[src/rtl/mouse_config_ctrl.sv]
// Runtime configuration sequencer for the PS/2 mouse link: borrows the shared
// transmitter/receiver from the master SM and runs F5 / opcode / [arg] / F4 with ACK checking.
module mouse_config_ctrl #(
  parameter int unsigned ACK_TIMEOUT = 2000000,
  parameter int unsigned MAX_RETRY   = 2,
  parameter int unsigned CTR_WIDTH   = 21
) (
  input  logic       CLK,
  input  logic       RESET,
  input  logic       CMD_REQ,
  input  logic [1:0] CMD_CODE,
  input  logic [7:0] CMD_ARG,
  output logic       CMD_BUSY,
  output logic       CMD_DONE,
  output logic       CMD_ERR,
  output logic [1:0] CMD_ERR_CODE,
  output logic       HOLD,
  input  logic       HOLD_ACK,
  output logic       SEND_BYTE,
  output logic [7:0] BYTE_TO_SEND,
  input  logic       BYTE_SENT,
  output logic       READ_ENABLE,
  input  logic [7:0] BYTE_READ,
  input  logic [1:0] BYTE_ERROR_CODE,
  input  logic       BYTE_READY
);

  localparam int unsigned RETRY_W = 8;
  localparam logic [1:0]  ERR_TMO = 2'b01;
  localparam logic [1:0]  ERR_NAK = 2'b10;
  localparam logic [1:0]  ERR_CMD = 2'b11;

  typedef enum logic [2:0] {
    S_IDLE, S_HOLD_WAIT, S_SEND, S_SEND_WAIT, S_WAIT_ACK, S_DONE, S_ERR
  } state_t;

  state_t               r_state, w_state_next;
  logic [1:0]           r_code, r_idx, w_idx_next, r_err_code, w_err_code_next;
  logic [7:0]           r_arg, r_byte;
  logic [RETRY_W-1:0]   r_retry, w_retry_next;
  logic [CTR_WIDTH-1:0] r_ctr;
  logic                 r_hold, r_busy, r_done, r_err, r_send, r_rden;
  logic                 w_accept, w_tmo, w_ctr_clr, w_link;

  function automatic logic f_valid(input logic [1:0] code, input logic [7:0] arg);
    case (code)
      2'b00:   f_valid = arg inside {8'd10, 8'd20, 8'd40, 8'd60, 8'd80, 8'd100, 8'd200};
      2'b01:   f_valid = (arg <= 8'd3);
      2'b10:   f_valid = 1'b1;
      default: f_valid = 1'b0;
    endcase
  endfunction

  // Byte index 0..3 = disable reporting, opcode, argument, enable reporting
  function automatic logic [7:0] f_byte(input logic [1:0] idx, input logic [1:0] code,
                                        input logic [7:0] arg);
    case (idx)
      2'd0:    f_byte = 8'hF5;
      2'd1:    f_byte = (code == 2'b00) ? 8'hF3 :
                        (code == 2'b01) ? 8'hE8 : {7'b1110011, arg[0]};
      2'd2:    f_byte = arg;
      default: f_byte = 8'hF4;
    endcase
  endfunction

  always_ff @(posedge CLK or posedge RESET) begin
    if (RESET) r_state <= S_IDLE;
    else       r_state <= w_state_next;
  end

  always_comb begin
    w_state_next    = r_state;
    w_idx_next      = r_idx;
    w_retry_next    = r_retry;
    w_err_code_next = r_err_code;
    w_accept        = 1'b0;
    w_tmo           = (r_ctr >= CTR_WIDTH'(ACK_TIMEOUT - 1));
    case (r_state)
      S_IDLE: begin
        if (CMD_REQ) begin
          if (f_valid(CMD_CODE, CMD_ARG)) begin
            w_accept        = 1'b1;
            w_err_code_next = 2'b00;
            w_idx_next      = 2'd0;
            w_retry_next    = '0;
            w_state_next    = S_HOLD_WAIT;
          end else begin
            w_err_code_next = ERR_CMD;
            w_state_next    = S_ERR;
          end
        end
      end
      S_HOLD_WAIT: begin
        if (HOLD_ACK) w_state_next = S_SEND;
        else if (w_tmo) begin
          w_err_code_next = ERR_TMO;
          w_state_next    = S_ERR;
        end
      end
      S_SEND: w_state_next = S_SEND_WAIT;
      S_SEND_WAIT: begin
        if (BYTE_SENT) w_state_next = S_WAIT_ACK;
        else if (w_tmo) begin
          w_err_code_next = ERR_TMO;
          w_state_next    = S_ERR;
        end
      end
      S_WAIT_ACK: begin
        // A received byte beats a coinciding timeout; stale stream bytes fall through
        if (BYTE_READY) begin
          if ((BYTE_ERROR_CODE != 2'b00) || (BYTE_READ == 8'hFE)) begin
            if (r_retry < RETRY_W'(MAX_RETRY)) begin
              w_retry_next = r_retry + RETRY_W'(1);
              w_state_next = S_SEND;
            end else begin
              w_err_code_next = ERR_NAK;
              w_state_next    = S_ERR;
            end
          end else if (BYTE_READ == 8'hFA) begin
            w_retry_next = '0;
            if (r_idx == 2'd3) begin
              w_state_next = S_DONE;
            end else begin
              w_idx_next   = ((r_idx == 2'd1) && (r_code == 2'b10)) ? 2'd3 : r_idx + 2'd1;
              w_state_next = S_SEND;
            end
          end else if (BYTE_READ == 8'hFC) begin
            w_err_code_next = ERR_NAK;
            w_state_next    = S_ERR;
          end
        end else if (w_tmo) begin
          w_err_code_next = ERR_TMO;
          w_state_next    = S_ERR;
        end
      end
      S_DONE:  w_state_next = S_IDLE;
      S_ERR:   w_state_next = S_IDLE;
      default: w_state_next = S_IDLE;
    endcase
  end

  assign w_link    = (w_state_next == S_HOLD_WAIT) || (w_state_next == S_SEND) ||
                     (w_state_next == S_SEND_WAIT) || (w_state_next == S_WAIT_ACK);
  assign w_ctr_clr = (w_state_next != r_state) &&
                     ((w_state_next == S_HOLD_WAIT) || (w_state_next == S_SEND) ||
                      (w_state_next == S_WAIT_ACK));

  // Datapath and outputs, registered from the next-state decode
  always_ff @(posedge CLK or posedge RESET) begin
    if (RESET) begin
      r_code     <= '0;
      r_arg      <= '0;
      r_idx      <= '0;
      r_retry    <= '0;
      r_ctr      <= '0;
      r_err_code <= '0;
      r_byte     <= '0;
      r_hold     <= 1'b0;
      r_busy     <= 1'b0;
      r_done     <= 1'b0;
      r_err      <= 1'b0;
      r_send     <= 1'b0;
      r_rden     <= 1'b0;
    end else begin
      if (w_accept) begin
        r_code <= CMD_CODE;
        r_arg  <= CMD_ARG;
      end
      r_idx      <= w_idx_next;
      r_retry    <= w_retry_next;
      r_err_code <= w_err_code_next;
      r_ctr      <= w_ctr_clr ? '0 : r_ctr + CTR_WIDTH'(1);
      if (w_state_next == S_SEND) r_byte <= f_byte(w_idx_next, r_code, r_arg);
      r_hold     <= w_link;
      r_busy     <= w_link;
      r_done     <= (w_state_next == S_DONE);
      r_err      <= (w_state_next == S_ERR);
      r_send     <= (w_state_next == S_SEND);
      r_rden     <= (w_state_next == S_WAIT_ACK);
    end
  end

  assign CMD_BUSY     = r_busy;
  assign CMD_DONE     = r_done;
  assign CMD_ERR      = r_err;
  assign CMD_ERR_CODE = r_err_code;
  assign HOLD         = r_hold;
  assign SEND_BYTE    = r_send;
  assign BYTE_TO_SEND = r_byte;
  assign READ_ENABLE  = r_rden;

endmodule

[config.mk]
export PLATFORM = sky130hd
export DESIGN_NAME = mouse_config_ctrl
export DESIGN_NICKNAME = d
export VERILOG_FILES = /design/src/rtl/mouse_config_ctrl.sv
export SDC_FILE = /design/constraint.sdc
export NUM_CORES = 1
export LEC_CHECK = 0
export BUFFER_PORTS_ARGS = -buffer_cell sky130_fd_sc_hd__buf_4
export CAP_MARGIN = 40
export CORE_UTILIZATION = 50
export DETAILED_ROUTE_END_ITERATION = 16
export GPL_TIMING_DRIVEN = 0
export HOLD_SLACK_MARGIN = 0.08
export PLACE_DENSITY = 0.71
export SLEW_MARGIN = 10
export SYNTH_ARGS = -nofsm -noshare
export SYNTH_HDL_FRONTEND = slang
export SYNTH_SLANG_ARGS = --single-unit
export TNS_END_PERCENT = 10
[constraint.sdc]
create_clock -name CLK -period 4.1 [get_ports CLK]
set_input_delay 0.41 -clock CLK [delete_from_list [all_inputs] [get_ports CLK]]
set_output_delay 0.41 -clock CLK [all_outputs]
set_load 0.01 [all_outputs]
# ---- After elaboration in Yosys (flattened, before gate mapping)
# Index checks and enable logic that the tools add are counted.
dict set report totals {
  inputBits 26
  out_inout_bits 16
  elab_cells 123
  ff_bits 59
}
dict set report classes {
  n_eq_ne 39
  order_cmp 3
  reduce_logical 17
  n_addsub 3
  n_mux 48
}
# op count
set op_table {}
lappend op_table {{$mux W8} 6}
lappend op_table {{$mux W2} 17}
lappend op_table {{$mux W3} 11}
lappend op_table {{$eq A8 B8 Y1 const B} 4}
lappend op_table {{$pmux W8 S3} 1}
lappend op_table {{$add A21 B1 Y21 const B} 1}
lappend op_table {{$ge A21 B21 Y1 const B} 1}
lappend op_table {{$mux W21} 1}
lappend op_table {{$eq A8 B6 Y1 const B} 2}
lappend op_table {{$eq A8 B7 Y1 const B} 2}
lappend op_table {{$pmux W8 S2} 1}
lappend op_table {{$pmux W3 S5} 1}
lappend op_table {{$eq A3 B2 Y1 const B} 4}
lappend op_table {{$eq A3 B3 Y1 const B} 4}
lappend op_table {{$ne A4 B4 Y1 const B} 3}
lappend op_table {{$ne A2 B2 Y1 const B} 5}
lappend op_table {{$add A8 B1 Y8 const B} 1}
lappend op_table {{$eq A2 B1 Y1 const B} 4}
lappend op_table {{$eq A2 B2 Y1 const B} 4}
lappend op_table {{$eq A8 B4 Y1 const B} 1}
lappend op_table {{$eq A8 B5 Y1 const B} 1}
lappend op_table {{$le A8 B2 Y1 const B} 1}
lappend op_table {{$lt A8 B2 Y1 const B} 1}
lappend op_table {{$pmux W2 S4} 1}
lappend op_table {{18 further kinds} 32}

# ---- Longest topological paths before layout
dict set report logic_depth {
  depth_word 13
  ltp_mapped 11
  ltp_nobuf 9
}

# ---- Worst setup path after synthesis
# No wires, ideal clock.
dict set report synth_timing {
  path_kind {register to register}
  startpoint {register r_ctr[12]}
  endpoint {register r_ctr[6]}
  path_buffers 2
  required_ns 3.977
  arrival_time_ns 2.752
  slack_ns 1.225
  setup_time_ns 0.123
  period_less_slack_ns 2.875
  path_stages_with_launch 11
  cell_sequence {dfrtp_1 or2_1 or4_4 o221a_1 o21ba_2 o31a_1 a311o_1 buf_6 nor4_4 buf_6 nor4_2}
}
dict set report synth_between {
  elab_chain_len 9
  word_cells_on_any_way 14
  classes_between {order compare: 1; eq/ne: 4; mux: 6; reduce/logical: 3}
}
# item line_no
set synth_rtl {}
lappend synth_rtl {{start, declared} 41} ;# logic [CTR_WIDTH-1:0] r_ctr;
lappend synth_rtl {{start signal, assigned} 172} ;# r_ctr <= w_ctr_clr ? '0 : r_ctr + CTR_WIDTH'(1);
lappend synth_rtl {{$ge A21 B21 Y1 *} 77} ;# w_tmo = (r_ctr >= CTR_WIDTH'(ACK_TIMEOUT - 1));
lappend synth_rtl {{$mux W3 *} {95, 103, 131}}
lappend synth_rtl {{$mux W3, on equally long branches} {110, 102, 94}}
lappend synth_rtl {{$pmux W3 S5 *} 78} ;# case (r_state)
lappend synth_rtl {{via w_state_next[1]} 37} ;# state_t r_state, w_state_next;
lappend synth_rtl {{$eq A3 B1 Y1 or $eq A3 B2 Y1 (tied branches)} 145} ;# ((w_state_next == S_HOLD_WAIT) || (w_state_next == S_SEND) ||
lappend synth_rtl {{$logic_or A1 B1 Y1 (2 in series)} 145}
lappend synth_rtl {{$logic_and A1 B1 Y1 *} 144} ;# assign w_ctr_clr = (w_state_next != r_state) &&
lappend synth_rtl {{$mux W21 *} 172}
# The timed path passes the listed nets; every way through them passes the cells marked *.
# A chain may end at the register's enable or synchronous reset.

# ---- Worst setup path in the final report
dict set report layout_timing {
  startpoint {register r_state[1]}
  endpoint {register r_ctr[4]}
}
dict set report layout_between {
  word_cells_on_any_way 22
  classes_between {eq/ne: 8; mux: 10; reduce/logical: 4}
}
# item line_no
set layout_rtl {}
lappend layout_rtl {{start, declared} 37}
lappend layout_rtl {{start signal, assigned} 68} ;# else r_state <= w_state_next;
lappend layout_rtl {{$eq A3 B3 Y1 (tied with other cells)} 78}
lappend layout_rtl {{$pmux W3 S5 *} 78}
lappend layout_rtl {{via w_state_next[0]} 37}
lappend layout_rtl {{$eq A3 B1 Y1 or $eq A3 B2 Y1 (tied branches)} 145}
lappend layout_rtl {{$logic_or A1 B1 Y1 (2 in series)} 145}
lappend layout_rtl {{$logic_and A1 B1 Y1 *} 144}
lappend layout_rtl {{$mux W21 *} 172}
# Marked as above.

==> summary.txt <==
Detailed routing
  – Routed via count: 2676
  – WL per Instance: 15.46 um
  – Starting DRT DRC Count: 81
  – Final WL: 7188 um
  – Antenna Nets Post-Route: 0
  – Vias/cell: 5.755
  – Pre-antenna DRT Iters: 5
  – DRC violations left: 0

Layout
  – Layout cells sized above 1: 26.29%
  – Number of fill cells in the layout: 545
  – N_diodes: 0
  – Post-layout util: 61.62%
  – Multi-input gate area: 1705 um^2
  – FF+latch area: 1476 um^2
  – Non-filler cells, final: 465
  – Design area: 3935 um^2
  – Nets: 411
  – Syn-to-layout area delta: 18.68%

Clock network
  – Hold Buf Count CTS: 0
  – CTS tree: yes
  – TritonCTS Buffers: 9
  – Clock Tree Buf Depth: 2
  – PostCTS Resize Cnt: 0
  – Post-CTS Setup Bufs: 0
  – Clk_lat worst skew: 0.33 ns
  – CTS H-tree depth: 3
  – Worst-path clk slew: 0.07 ns
  – TritonCTS Sinks: 59
  – CTS root buf: clkbuf_8

STA
  – Max Slew Vio Count: 0
  – Unrepaired setup endpoints after global routing: no
  – Hold Slack: 0.1969 ns
  – Max-slew headroom: 40.95%
  – Worst Skew: 0.01183 ns
  – Fin Setup TNS: 0 ns
  – Setup WS post-layout: 0.9362 ns
  – Max frequency: 316.1 MHz
  – Hold Vio Cnt, Final: 0
  – Fin crit share: 77.17%
  – # setup viols final: 0
  – Post-route minimum period: 3.164 ns
  – Worst-Margin Slew: 0.8777 ns

GRT
  – Met3 usage: 4.672%
  – GRT Total Usage: 22.31%
  – Largest net degree at the start of global routing: 33
  – Gr busiest metal: met2
  – Initial antenna violation count: 0
  – M2 GR Usage: 35.54%
  – Met1 Resource Use GR: 30.95%
  – First-pass GRT wire length: 12420 um
  – GRT Residual Overflow: 0
  – Vias in the first global route: 2641

Yosys
  – Seq/Total Area, Yosys: 44.53%
  – Largest area contributor in the netlist: dfrtp_1
  – Library cells used by synthesis: 66
  – Synth warn: 0
  – Post-synthesis mux area share: 5.509%
  – Top cells by area, synth: dfrtp_1 (45%), xor2_1 (3.4%), mux2_2 (3.4%)
  – Adder-Cell Fraction of Synth Area: 0.7547%
  – XOR/XNOR Fraction of Synth Area: 5.019%
  – Post-synth EDFFs: 0
  – Largest family of logic cells by synthesized area: simple AND/OR/NAND/NOR gates
  – Synth Area in Compound Gates: 16.04%
  – Post-Syn Instances: 330
  – Simple-gate share of the synthesized area: 24.11%
  – Syn avg cell area: 10.05 um^2
  – Synthesized Nets: 358
  – Mapped Area: 3316 um^2
  – Fraction of registers with async set or reset after synthesis: 100.0%
  – Main synth FF type: dfrtp_1
  – Yosys top cell area share: 44.53%
  – Synthesis-stage register bit count: 59

Placed design
  – Input/output buffers: 41
  – Final HPWL DP: 5226 um
  – DP Worst Slack: 0.7404 ns
  – Routability-driven placement congestion ratio: 0.9176
  – Placed cell count: 449
  – Placed Area: 3740 um^2

Floorplan
  – Die height: 83.44 um
  – I/O pin count: 42
  – Core Area: 6386 um^2
  – Initial Util: 51.92%
  – Die width: 83.44 um
  – Die area: 6961 um^2
  – FP Rows: 29

Worst setup path
  – Worst setup path class: reg -> reg
  – Worst-path fanout max: 10
  – CP Capture Type: flip-flop
  – Startpoint Class: flip-flop
  – Worst EP arrival: 3.36 ns
  – Worst Reg-to-Reg Cells: 10
  – Worst Path Required: 4.30 ns

Power and ir drop
  – Max VDD drop: 0.0005356 V
  – Pleak: 1.765 nW
  – Total power: 2.385 mW
  – Power Dens Cells: 606.2 nW/um^2

Run status
  – Status: complete, no violations

Job
  – Max-cap violation count: 0

Min path
  – Hold Crit Class: in -> async
[placed cells by master, fill, tap and decap left out, types with 4 or more instances in the layout]
cell type | synthesis | layout
dfrtp_1 | 59 | 59
buf_4 | 1 | 42
nor2_1 | 30 | 30
nand2_1 | 23 | 23
a21oi_1 | 17 | 17
nor3_1 | 16 | 16
o21ai_0 | 15 | 15
xor2_1 | 13 | 13
inv_1 | 13 | 12
nand3_1 | 11 | 11
mux2_2 | 10 | 10
clkbuf_8 | 0 | 10
clkbuf_1 | 6 | 8
and3_1 | 8 | 8
nor3_2 | 7 | 7
xnor2_1 | 6 | 6
a31oi_1 | 5 | 5
nand4_1 | 5 | 5
nand2b_1 | 4 | 4
o2111ai_1 | 4 | 4
buf_6 | 4 | 4
mux2_4 | 4 | 4
[critical path, cell delays in order, from the launching register on]
cell and delay [ns]:
dfrtp_1 0.36, clkbuf_1 0.18, nor3b_2 0.34, nand2_1 0.17, nor4_1 0.78, a21oi_1 0.09, o211ai_1 0.27, nor2_4 0.14
nor4_4 0.42, buf_6 0.23, nor3_2 0.06
[state kept, by name, indices dropped and copies added (netlist names), 2 cells and up]
signal	flops
BYTE_TO_SEND	8
r_retry	8
r_arg	8
r_state	3
r_idx	2
r_code	2
CMD_ERR_CODE	2
r_ctr	21
[per-layer routing]
| metal | up-vias | part of all wire (%) |
|---|---|---|
| met1 | 1297 | 47 |
| met4 | 0 | 1.4 |
| li1 | 1319 | - |
| met3 | 10 | 4.3 |
| met5 | - | 0 |
| met2 | 50 | 47 |
[power by group]
group	switching, mW	internal (mW)
clock	0.226	0.297
combinational	0.597	0.452
sequential	0.0942	0.720
[cells in the mapped netlist, drive strengths merged, types with 6 or more instances]
library cell / n
a21oi: 17
and3: 8
buf: 7
clkbuf: 6
dfrtp: 59
inv: 13
mux2: 14
nand2: 23
nand3: 11
nor2: 31
nor3: 23
o21ai: 16
xnor2: 6
xor2: 13
[worst paths after layout]
| kind | endpoint | start | slack, ns |
|---|---|---|---|
| max in group asynchronous | r_ctr[11]$_DFF_PP0_ | RESET | 3.31 |
| setup reg to reg | r_ctr[4]$_DFF_PP0_ | r_state[1]$_DFF_PP0_ | 0.94 |
| min in group CLK | r_code[1]$_DFFE_PP0P_ | CMD_CODE[1] | 0.35 |
| hold reg to reg | r_ctr[0]$_DFF_PP0_ | r_ctr[0]$_DFF_PP0_ | 0.50 |
| setup / recovery | r_ctr[4]$_DFF_PP0_ | r_state[1]$_DFF_PP0_ | 0.94 |
| hold / removal | r_arg[7]$_DFFE_PP0P_ | RESET | 0.20 |
[kinds of logic after synthesis]
logic type               Yosys count
XOR/XNOR                          19
AND/OR/NAND/NOR                  135
buffers and inverters             26
flip-flops                        59
AO/OA/AOI/OAI                     74
multiplexers                      15
adder cells (fa/ha/maj)            2
[cell type report]
type / instances / share of cell area, %
inverters: 13 / 1.240
clock buffers: 12 / 3.688
multi-input cells: 245 / 43.34
repair buffers: 42 / 8.331
plain buffers: 13 / 2.162
clock inverters: 4 / 1.272
well taps: 77 / 2.448
flip-flops and latches: 59 / 37.52
(Power assumes the default switching activity.)
